--- src/rtl/multicycle_controller.sv ---
// multicycle_controller: Moore control FSM for the multicycle MIPS-subset datapath.
// Steps each instruction through fetch, decode, execute, memory and write-back and
// drives every datapath mux select and write enable from the current state.
//
// Optional feature macro: MULTICYCLE_MEM_WAIT_EN
//   defined   - FETCH, MEMRD and MEMWR stall while mem_ready=0; in FETCH, ir_write and
//               pc_write are asserted only in the cycle where mem_ready=1.
//   undefined - mem_ready is ignored; every memory state lasts one cycle.
//
// Ports:
//   clk, reset        clock; asynchronous active-high reset (forces FETCH, clears flags)
//   opcode[5:0]       Instr[31:26], sampled in DECODE and MEMADR
//   mem_ready         memory access complete (wait-state build only)
//   state[3:0]        current state encoding (debug)
//   pc_write .. pc_source   datapath controls
//   illegal_op        sticky unknown-opcode flag
//   instr_count[31:0] retired-instruction count (wraps)

module multicycle_controller (
  input  logic        clk,
  input  logic        reset,
  input  logic [5:0]  opcode,
  input  logic        mem_ready,
  output logic [3:0]  state,
  output logic        pc_write,
  output logic        pc_write_cond,
  output logic        i_or_d,
  output logic        mem_read,
  output logic        mem_write,
  output logic        ir_write,
  output logic        mem_to_reg,
  output logic        reg_dst,
  output logic        reg_write,
  output logic        alu_src_a,
  output logic [1:0]  alu_src_b,
  output logic [1:0]  alu_op,
  output logic [1:0]  pc_source,
  output logic        illegal_op,
  output logic [31:0] instr_count
);

  typedef enum logic [3:0] {
    StFetch    = 4'd0,
    StDecode   = 4'd1,
    StMemAdr   = 4'd2,
    StMemRd    = 4'd3,
    StMemWb    = 4'd4,
    StMemWr    = 4'd5,
    StExec     = 4'd6,
    StAluWb    = 4'd7,
    StBranch   = 4'd8,
    StAddiExec = 4'd9,
    StAddiWb   = 4'd10,
    StJump     = 4'd11
  } state_e;

  localparam logic [5:0] OpR    = 6'b000000;
  localparam logic [5:0] OpLw   = 6'b100011;
  localparam logic [5:0] OpSw   = 6'b101011;
  localparam logic [5:0] OpBeq  = 6'b000100;
  localparam logic [5:0] OpAddi = 6'b001000;
  localparam logic [5:0] OpJ    = 6'b000010;

  // Control word layout:
  // {pc_write, pc_write_cond, i_or_d, mem_read, mem_write, ir_write, mem_to_reg, reg_dst,
  //  reg_write, alu_src_a, alu_src_b[1:0], alu_op[1:0], pc_source[1:0]}
  function automatic logic [15:0] ctrl_of(state_e s);
    logic [15:0] c;
    c = '0;
    case (s)
      StFetch:              c = 16'b1_0_0_1_0_1_0_0_0_0_01_00_00;
      StDecode:             c = 16'b0_0_0_0_0_0_0_0_0_0_11_00_00;
      StMemAdr, StAddiExec: c = 16'b0_0_0_0_0_0_0_0_0_1_10_00_00;
      StMemRd:              c = 16'b0_0_1_1_0_0_0_0_0_0_00_00_00;
      StMemWb:              c = 16'b0_0_0_0_0_0_1_0_1_0_00_00_00;
      StMemWr:              c = 16'b0_0_1_0_1_0_0_0_0_0_00_00_00;
      StExec:               c = 16'b0_0_0_0_0_0_0_0_0_1_00_10_00;
      StAluWb:              c = 16'b0_0_0_0_0_0_0_1_1_0_00_00_00;
      StAddiWb:             c = 16'b0_0_0_0_0_0_0_0_1_0_00_00_00;
      StBranch:             c = 16'b0_1_0_0_0_0_0_0_0_1_00_01_01;
      StJump:               c = 16'b1_0_0_0_0_0_0_0_0_0_00_00_10;
      default:              c = '0;
    endcase
    return c;
  endfunction

  state_e      state_q, state_d;
  logic [15:0] ctrl_q;
  logic [31:0] count_q;
  logic        illegal_q;
  logic        mem_ok;
  logic        retire;
  logic        bad_op;

`ifdef MULTICYCLE_MEM_WAIT_EN
  assign mem_ok = mem_ready;
`else
  // mem_ready has no effect in this build.
  assign mem_ok = mem_ready | 1'b1;
`endif

  assign bad_op = !(opcode inside {OpR, OpLw, OpSw, OpBeq, OpAddi, OpJ});

  always_comb begin
    state_d = state_q;
    case (state_q)
      StFetch:    if (mem_ok) state_d = StDecode;
      StDecode: begin
        case (opcode)
          OpLw, OpSw: state_d = StMemAdr;
          OpR:        state_d = StExec;
          OpBeq:      state_d = StBranch;
          OpAddi:     state_d = StAddiExec;
          OpJ:        state_d = StJump;
          default:    state_d = StFetch;
        endcase
      end
      StMemAdr:   state_d = (opcode == OpLw) ? StMemRd : StMemWr;
      StMemRd:    if (mem_ok) state_d = StMemWb;
      StMemWr:    if (mem_ok) state_d = StFetch;
      StExec:     state_d = StAluWb;
      StAddiExec: state_d = StAddiWb;
      StMemWb, StAluWb, StAddiWb, StBranch, StJump: state_d = StFetch;
      default:    state_d = StFetch;
    endcase
  end

  // Only the final state of a legal instruction counts; the illegal DECODE->FETCH exit does not.
  assign retire = (state_d == StFetch) &&
                  (state_q inside {StMemWb, StMemWr, StAluWb, StAddiWb, StBranch, StJump});

  // Controls are registered from the next state so they match the state register exactly.
  always_ff @(posedge clk or posedge reset) begin
    if (reset) begin
      state_q   <= StFetch;
      ctrl_q    <= ctrl_of(StFetch);
      count_q   <= '0;
      illegal_q <= 1'b0;
    end else begin
      state_q <= state_d;
      ctrl_q  <= ctrl_of(state_d);
      if (retire) count_q <= count_q + 32'd1;
      if (state_q == StDecode && bad_op) illegal_q <= 1'b1;
    end
  end

  assign state         = state_q;
  assign pc_write_cond = ctrl_q[14];
  assign i_or_d        = ctrl_q[13];
  assign mem_read      = ctrl_q[12];
  assign mem_write     = ctrl_q[11];
  assign mem_to_reg    = ctrl_q[9];
  assign reg_dst       = ctrl_q[8];
  assign reg_write     = ctrl_q[7];
  assign alu_src_a     = ctrl_q[6];
  assign alu_src_b     = ctrl_q[5:4];
  assign alu_op        = ctrl_q[3:2];
  assign pc_source     = ctrl_q[1:0];
  assign illegal_op    = illegal_q;
  assign instr_count   = count_q;

`ifdef MULTICYCLE_MEM_WAIT_EN
  // In FETCH the PC and IR update only once the instruction word has arrived.
  assign pc_write = ctrl_q[15] & ((state_q != StFetch) | mem_ready);
  assign ir_write = ctrl_q[10] & mem_ready;
`else
  assign pc_write = ctrl_q[15];
  assign ir_write = ctrl_q[10];
`endif

endmodule

--- config.mk ---
export PLATFORM = sky130hd
export DESIGN_NAME = multicycle_controller
export DESIGN_NICKNAME = d
export VERILOG_FILES = /design/src/rtl/multicycle_controller.sv
export SDC_FILE = /design/constraint.sdc
export NUM_CORES = 1
export LEC_CHECK = 0
export CORE_MARGIN = 1.5
export CORE_UTILIZATION = 48
export DETAILED_ROUTE_END_ITERATION = 6
export MAX_ROUTING_LAYER = met4
export PLACE_DENSITY_LB_ADDON = 0.2
export SKIP_LAST_GASP = 1
export SYNTH_ARGS = -nofsm -noshare
export SYNTH_HDL_FRONTEND = slang
export SYNTH_SLANG_ARGS = --single-unit
--- constraint.sdc ---
create_clock -name clk -period 2.5 [get_ports clk]
set_input_delay 0.75 -clock clk [delete_from_list [all_inputs] [get_ports clk]]
set_output_delay 0.75 -clock clk [all_outputs]
set_load 0.05 [all_outputs]
After elaboration in Yosys (flattened, before gate mapping)
Memories as Yosys holds them, arrays and structs flattened. A register that Yosys moved wholly into a read port is not among the register bits.
Index checks and enable logic that the tools add are counted.

operators by class
  multiplexer cells = 3
  reduce and logical (&&, ||, !) cells = 9
  $add $sub $neg = 1
  equal/unequal tests = 16

operators by type and width
  kind                                                                    count
  32-bit by 1-bit adder with 32-bit output (second input constant)        1
  4-bit case mux with 6 select lines                                      1
  4-bit case mux with 5 select lines                                      1
  4-bit by 3-bit equality test with 1-bit output (second input constant)  4
  4-bit equality test (second input constant)                             4
  6-bit equality test (second input constant)                             2
  6-bit nonzero test                                                      2
  4-bit by 2-bit equality test with 1-bit output (second input constant)  2
  4-bit zero test                                                         2
  6-bit by 2-bit equality test with 1-bit output (second input constant)  1
  6-bit by 3-bit equality test with 1-bit output (second input constant)  1
  6-bit by 4-bit equality test with 1-bit output (second input constant)  1
  6-bit zero test                                                         1
  4-bit by 1-bit equality test with 1-bit output (second input constant)  1
  3-bit 2-to-1 mux                                                        1
  1-bit logical AND                                                       2
  2-bit OR reduction                                                      1
  1-bit zero test                                                         1

word-level totals
  output and inout port bits = 53
  memories = 1
  logic and storage cells = 33
  flip-flop bits (word level) = 37
  memory bits (read-only) = 256
  input port bits = 9

memory list
  name              words  width  rd ports  clocked after Yosys merged registers in  wr ports  line  source
  (name not given)  16     16     1         1                                        0         70    case (s)

Longest topological paths before layout
Gate-level depths: netlist of the first run.

  depth after elaboration = 6
  mapped depth = 10
  gate-level depth less buffers = 10

Worst setup path after synthesis of the first run
No wires, ideal clock.

  path type = input to register
  start point = input port opcode[1]
  end point = register count_q[29] (netlist: instr_count[29])
  buffers on the path = 0
  data arrival time = 2.416 ns
  setup slack = -0.058 ns
  setup time = 0.142 ns
  cell stages on the path = 10
  data required time = 2.358 ns
  cell sequence = nand3_1 a211oi_1 o21ai_0 o31a_1 ha_1 nand4_1 nor2_1 nand4_1 nand2b_1 xnor2_1

on the way
  word-level cells in the longest chain between the ends = 6
  elaborated cells on any way between the ends = 12
  those cells by class = eq/ne: 5; mux: 3; reduce/logical: 4

ends and longest elaborated chain
  item                                           line      source
  start: declaration                             22        input logic [5:0] opcode,
  6-bit equality test, on equally long branches  109, 118
  2-bit OR reduction                             109       case (opcode)
  4-bit case mux with 5 select lines             109
  4-bit case mux with 6 select lines (*)         106       case (state_q)
  4-bit zero test (*)                            129       assign retire = (state_d == StFetch) &&
  1-bit logical AND (*)                          129
  end signal: assignment                         142       if (retire) count_q <= count_q + 32'd1;
  end: declaration                               89        logic [31:0] count_q;

Mark *: on every way between the ends. The rest lies on a longest branch, timed or not.
A chain may end at the register's enable or synchronous reset.

Worst setup path after layout of the first run
  start point = register state_q[2] (netlist: state[2])
  end point = output port state[2]

RTL lines
  item                      line  source
  start: declaration        87    state_e state_q, state_d;
  start signal: assignment  135   state_q <= StFetch;
  start signal: assignment  140   state_q <= state_d;
  end: declaration          24    output logic [3:0] state,

No word-level cell between the ends.

==> metrics.txt, run 1 <==
worst min-delay path startpoint illegal_op; number of input and output port buffers inserted 60; internal portion of total power approximately 1500 µW; post-DR vias/cell 5.24; capture endpoint of the worst hold path illegal_op; LEAKAGE about 0.0015 µW; primary flip-flop cell chosen by synthesis mapping sky130_fd_sc_hd__dfrtp_1; # IOs 62; share of Yosys cell area claimed by the top area cell type 0.503; setup-violating endpoint count in the final report 0; TritonCTS clock tree built; core footprint around 0.0047 mm²; proportion of synthesized flip-flops having asynchronous set or reset 1.00; cts bufs inserted 5; Initial Utilization 0.498; register clock-pin slew on the reported worst setup and hold paths 0.08 ns; final weighted congestion of routability-driven global placement around 0.80; most common library cell in the layout ignoring fill and taps sky130_fd_sc_hd__clkdlybuf4s50_1; maximum operating frequency 407 MHz; average size of a mapped cell between 10 and 15 µm²; DR pass1 iterations 4; cell type contributing the most total cell area after synthesis sky130_fd_sc_hd__dfrtp_1; Final Hold Fails 0; Cells after Synth about 210; number of diodes added for antenna fixing 0; number of nets with antenna violations after routing 0; Die Span X slightly above 70 µm; cell family contributing the most delay on the critical path buffers and inverters; final slew viol count 0; post-route minimum period ~2.5 ns; master of the slowest instance on the critical path sky130_fd_sc_hd__clkdlybuf4s50_1; CTS max path bufs 2; Cell variety after synth 39; portion of total power attributed to sequential cells 0.426; crit path kind register to output port; total global-route track usage 0.198; element type at the critical path end output port; Overall Power between 2000 and 2500 µW; WP buf/inv 1; floorplan die area 0.00530 mm²; share of total power in the clock network 0.188; Non-Filler Instances roughly 360; number of antenna violations at the first check in global routing 0; Final Core Density 0.713; count of state elements after synthesis between 50 and 60; relative slew slack 0.649; first-pass GRT wire length between 7000 and 8000 µm; Clock Sink Count between 50 and 60; flop-to-flop setup slack between 0.4 and 0.5 ns; R2R cell count 10; period utilization 0.982; commonest cells after routing, fill and taps aside 54 x sky130_fd_sc_hd__clkdlybuf4s50_1, 47 x sky130_fd_sc_hd__dfrtp_1, 26 x sky130_fd_sc_hd__buf_4, 16 x sky130_fd_sc_hd__xnor2_1, 16 x sky130_fd_sc_hd__xor2_1; Synth Net Count 223; maximum level of the CTS H-tree 2; number of buffers added to fix hold violations after cts 0; violation count after the first detailed-routing iteration 102; startpoint type of the worst setup path register; area of the mapped netlist around 0.0023 mm²; pin count of the biggest net entering global routing 52; Gate power share 0.386; DR vias 1,861; final standard cell area without fillers 0.00334 mm²; cell area after placement between 0.003 and 0.004 mm²; series of cell instances along the critical path clkdlybuf4s50_1; Placement Rows 25; net load switching power 906 µW; Die Y-Extent 72.8 µm; cell total after placement 340; required time at the worst-slack endpoint about 1.8 ns; number of DRC violations after detailed routing 0; average wire per cell in the routed design roughly 14 µm; power per unit of standard cell area ~720 mW/mm²; status complete, no violations; Max rail drop VDD between 0.0007 and 0.0008 V; aggregate routed wire length approximately 4800 µm; start of the worst register-to-register path state[0]; Fin Hold WS about 0.47 ns; setup repair after global routing missed its margin true; Worst-Skew Late Latency about 0.30 ns; fillcell total 349; fraction of layout instances using a drive strength above 1 0.206; Max Fanout on Critical Path 8; path type of the worst min-delay path register to register; max_cap viols 0; post-detail-place hpwl 3410 µm; cell types occupying the most area after synthesis sky130_fd_sc_hd__dfrtp_1 50%, sky130_fd_sc_hd__xnor2_1 6.0%, sky130_fd_sc_hd__xor2_1 6.0%; Worst Max-Slew Pin Slew roughly 0.52 ns; Crit path largest cell delay 0.88 ns; switch share 0.377; Layout Area Growth over Synthesis 43.1%; Crit path arrival time about 1.7 ns; R2R Path End instr_count[28]; cell at the root of the clock tree sky130_fd_sc_hd__clkbuf_8; total overflow reported by the global router 0; number of instances on the worst hold path 1; number of enable flip-flop cells after synthesis 0; clock skew after layout ~0.009 ns; net total in the final layout around 310; number of warnings issued by yosys 0; vias in the first global route 1,735; sequential area share after synthesis 0.548
[area by class of cell]
| class | instances | area [µm²] | area share |
|---|---|---|---|
| Inverter | 9 | 33.8 | 0.0101 |
| Sequential cell | 51 | 1280 | 0.383 |
| Clock buffer | 6 | 72.6 | 0.0217 |
| Tap cell | 54 | 67.6 | 0.0202 |
| Multi-Input combinational cell | 146 | 1070 | 0.320 |
| Timing Repair Buffer | 87 | 807 | 0.241 |
| Clock inverter | 2 | 12.5 | 0.00374 |
[layer usage]
layer  global-route usage  part of all wire  vias to the layer above
li1                     -                 -                      901
met1                0.256              0.45                      895
met2                0.296              0.48                       54
met3               0.0470             0.049                       11
met4               0.0943             0.024                        0
met5                    -                 0                        -
[Yosys cell counts, types with 2 or more instances]
cell type	number
sky130_fd_sc_hd__ha_1	5
sky130_fd_sc_hd__o21ai_0	2
sky130_fd_sc_hd__xnor2_1	16
sky130_fd_sc_hd__nand2b_1	3
sky130_fd_sc_hd__and2_1	9
sky130_fd_sc_hd__nor3_1	11
sky130_fd_sc_hd__nand4_1	10
sky130_fd_sc_hd__xor2_1	16
sky130_fd_sc_hd__inv_1	9
sky130_fd_sc_hd__or3_1	2
sky130_fd_sc_hd__nor2b_1	2
sky130_fd_sc_hd__a21o_1	2
sky130_fd_sc_hd__mux2_2	2
sky130_fd_sc_hd__dfstp_2	4
sky130_fd_sc_hd__dfrtp_1	47
sky130_fd_sc_hd__nand2_1	14
sky130_fd_sc_hd__nor2_1	17
sky130_fd_sc_hd__and3_1	2
sky130_fd_sc_hd__a22o_1	2
sky130_fd_sc_hd__nand3_1	14
sky130_fd_sc_hd__buf_4	2
[worst max-delay path by stage]
stage	startpoint	end	slack (ns)	depth (start not counted)
detailed placement	opcode[5]	instr_count[22]	-0.51	11
floorplan	opcode[1]	instr_count[29]	0.007	10
CTS	state[2]	state[2]	0.03	1
global route	opcode[4]	instr_count[9]	-0.03	12
global placement	opcode[5]	instr_count[29]	-0.49	11
finish	state[2]	state[2]	0.05	1
[state kept, by name, indices dropped and copies added, names as in the netlist]
register     cells
illegal_op       1
instr_count     32
state            4
ctrl_q          14
[metrics by stage]
stage,TNS [ns],setup WS [ns]
final,0,0.0456
after global routing,-0.0717,-0.0299
after CTS,0,0.0334
after detailed placement,-16.90,-0.513
after global placement,-15.68,-0.485
after floorplan,0,0.00731
[power by group through the flow]
| stage | clock network, µW | registers [µW] | logic, µW |
|---|---|---|---|
| 2_1_floorplan | 0 | 1340 | 246 |
| 3_3_place_gp | 0 | 1040 | 873 |
| 3_5_place_dp | 0 | 1040 | 881 |
| 4_1_cts | 469 | 1020 | 920 |
| 5_1_grt | 505 | 1040 | 985 |
| 6_report | 452 | 1020 | 927 |
[cell families (layout without fill, tap and decap cells)]
logic type                 count (synthesis)  after routing  share of synthesized area
xor gates and xnor gates                  32             32                      0.120
DFF                                       51             51                      0.548
muxes                                      2              2                    0.00964
and+or+nand+nor                           91             91                      0.211
AOI/OAI and AO/OA                         16             16                     0.0610
buffers and inverters                     12            104                     0.0230
adders and majority gates                  5              5                     0.0268
[what timing repair did]
action | CTS | global route
pin swaps | 7 | 7
setup endpoints to repair | 35 | 24
buffers inserted | 6 | 1
resized for setup | 14 | 9
Note: power is estimated with default switching activity, not from simulation.
==> run 2: changes to the inputs <==
--- a/config.mk
+++ b/config.mk
@@ -6,7 +6,8 @@
 export NUM_CORES = 1
 export LEC_CHECK = 0
 export CORE_MARGIN = 1.5
-export CORE_UTILIZATION = 48
+export CORE_UTILIZATION = 50
+export CTS_BUF_LIST = sky130_fd_sc_hd__clkbuf_4 sky130_fd_sc_hd__clkbuf_8
 export DETAILED_ROUTE_END_ITERATION = 6
 export MAX_ROUTING_LAYER = met4
 export PLACE_DENSITY_LB_ADDON = 0.2
==> run 2 against run 1 <==
Sequential cell count unchanged. Die area decreased by 3.8%. Clock-buffer cell count increased by 1. Fmax increased by 0.50%. Hold slack improved by 0.0020 ns. Critical path depth unchanged. Via count decreased by 0.48%. Non-clock buffer count unchanged. Wire length increased by 1.1%. Critical path type unchanged.
==> metrics.txt, run 2 (synthesis results as in run 1) <==
status complete, no violations; total global-route track usage 0.212 (+0.0138); Die Span X 71.4 µm (-1.9%); first-pass GRT wire length 8270 µm (+6.3%); cell family contributing the most delay on the critical path buffers and inverters; aggregate routed wire length 4890 µm (+1.1%); switch share 0.372 (-0.00527); path type of the worst min-delay path register to register; number of antenna violations at the first check in global routing 0 (unchanged); TritonCTS clock tree built; Gate power share 0.377 (-0.009); cell at the root of the clock tree sky130_fd_sc_hd__clkbuf_8; number of input and output port buffers inserted 60 (unchanged); period utilization 0.977 (-0.00487); Clock Sink Count 51 (unchanged); Placement Rows 24 (-4.0%); max_cap viols 0 (unchanged); Fin Hold WS 0.472 ns (+0.00199 ns); fillcell total 306 (-12%); startpoint type of the worst setup path register; number of diodes added for antenna fixing 0 (unchanged); setup-violating endpoint count in the final report 0 (unchanged); Max rail drop VDD 0.000562 V (-28%); Die Y-Extent 71.4 µm (-1.9%); final slew viol count 0 (unchanged); commonest cells after routing, fill and taps aside 52 x sky130_fd_sc_hd__clkdlybuf4s50_1, 47 x sky130_fd_sc_hd__dfrtp_1, 25 x sky130_fd_sc_hd__buf_4, 16 x sky130_fd_sc_hd__xnor2_1; Max Fanout on Critical Path 7 (-1); net load switching power 915 µW (+0.93%); total overflow reported by the global router 0 (unchanged); max reg flops 32 (unchanged); clock skew after layout 0.00689 ns (-0.00221 ns); register clock-pin slew on the reported worst setup and hold paths 0.08 ns (about the same); Final WS setup 0.0578 ns (+0.0122 ns); top layer reached by signal wires met4; net total in the final layout 314 (unchanged); fraction of layout instances using a drive strength above 1 0.219 (+0.0133); violation count after the first detailed-routing iteration 111 (+8.8%); DR pass1 iterations 4 (unchanged); CTS max path bufs 2 (unchanged); required time at the worst-slack endpoint 1.75 ns (about the same); total met3 wirelength after detailed routing 253 µm (+5.9%); series of cell instances along the critical path clkdlybuf4s50_1; Worst Max-Slew Pin Slew 0.521 ns (-0.00267 ns); register area 0.00128 mm² (unchanged); Worst-Skew Late Latency 0.30 ns (about the same); WP buf/inv 1 (unchanged); Initial Utilization 0.529 (+0.0313); Met2 Wirelength 2440 µm (+5.3%); vias in the first global route 1,839 (+6.0%); Final Hold Fails 0 (unchanged); Overall Power 2460 µW (+2.4%); multi-input combinational cell area 0.00109 mm² (+1.9%); number of DRC violations after detailed routing 0 (unchanged); maximum operating frequency 409 MHz (+0.50%); wire length on met1 2090 µm (-3.6%); # IOs 62 (unchanged); final standard cell area without fillers 0.00338 mm² (+1.1%); DR vias 1,852 (-0.48%); final weighted congestion of routability-driven global placement 0.762 (-5.1%); relative slew slack 0.651 (+0.00179); average wire per cell in the routed design 13.8 µm (+1.7%); element type at the critical path end output port; crit path kind register to output port; number of nets with antenna violations after routing 0 (unchanged); Crit path arrival time 1.69 ns (about the same); post-route minimum period 2.44 ns (-0.0122 ns); worst setup slack before clock tree synthesis -0.591 ns (-0.0778 ns); setup repair after global routing missed its margin true; cts bufs inserted 5 (unchanged); portion of total power attributed to sequential cells 0.416 (-0.010); internal portion of total power 1550 µW (+3.2%); cell area after placement 0.00317 mm² (+0.40%); post-detail-place hpwl 3550 µm (+4.0%); master of the slowest instance on the critical path sky130_fd_sc_hd__clkdlybuf4s50_1; power per unit of standard cell area 728 mW/mm² (+1.3%); Crit path largest cell delay 0.87 ns (about the same); LEAKAGE 0.00158 µW (+4.3%); maximum level of the CTS H-tree 2 (unchanged); number of buffers added to fix hold violations after cts 0 (unchanged); floorplan die area 0.00509 mm² (-3.8%); share of total power in the clock network 0.207 (+0.019); pin count of the biggest net entering global routing 37 (-29%); post-DR vias/cell 5.25 (about the same); Layout Area Growth over Synthesis 44.6%; most common library cell in the layout ignoring fill and taps sky130_fd_sc_hd__clkdlybuf4s50_1; core footprint 0.00441 mm² (-5.9%)
[run 2: cell types whose count changed in the layout (fill, tap and decap cells not counted), sizes merged]
| cell | change |
|---|---|
| clkdlybuf4s50 | -2 |
| dlygate4sd2 | -1 |
| clkinv | -1 |
| clkbuf | +3 |
| dlymetal6s2s | +2 |
| clkdlybuf4s15 | -1 |
[run 2: worst paths after layout]
kind                                 start              end  slack [ns]  cells past startpoint
min reg2reg                instr_count[31]  instr_count[31]        0.47                      1
min in group asynchronous            reset        ctrl_q[3]        0.72                      2
min                        instr_count[31]  instr_count[31]        0.47                      1
max                               state[0]         state[0]        0.06                      1
max reg2reg                       state[0]  instr_count[27]        0.28                     10
max in group asynchronous            reset  instr_count[29]        1.29                      3
[run 2: power by group through the flow]
| stage | clock network (µW) | logic [µW] | registers (µW) |
|---|---|---|---|
| 3_5_place_dp | 0 | 871 | 1040 |
| 6_report | 509 | 927 | 1020 |
| 2_1_floorplan | 0 | 246 | 1340 |
| 5_1_grt | 550 | 989 | 1040 |
| 3_3_place_gp | 0 | 860 | 1040 |
| 4_1_cts | 522 | 928 | 1020 |
[run 2: stage by stage]
stage,setup TNS [ns],utilization,instances
finish,0,0.766,353
global route,-0.0324,0.766,353
CTS,0,0.757,352
detailed placement,-19.13,0.717,340
global placement,-15.65,0.717,340
floorplan,0,-,209
[run 2: routing by layer]
| layer | vias to the layer above | global-route usage |
|---|---|---|
| li1 | 897 | - |
| met1 | 890 | 0.246 |
| met2 | 51 | 0.358 |
| met3 | 14 | 0.0436 |
| met4 | 0 | 0.0901 |
| met5 | - | - |
[run 2: area by class of cell]
type	count	share of cell area
tap	52	0.0192
timing repair buffer	87	0.239
multi-input combinational	146	0.322
clock buffer	7	0.0285
inverter	9	0.00999
sequential	51	0.379
clock inverter	1	0.00222
[run 2: what timing repair did]
action / 4_1_cts / 5_1_grt
setup endpoints to repair: 34 / 27
cloned: 0 / 0
resized for setup: 16 / 16
buffers inserted: 4 / 1
pin swaps: 10 / 9
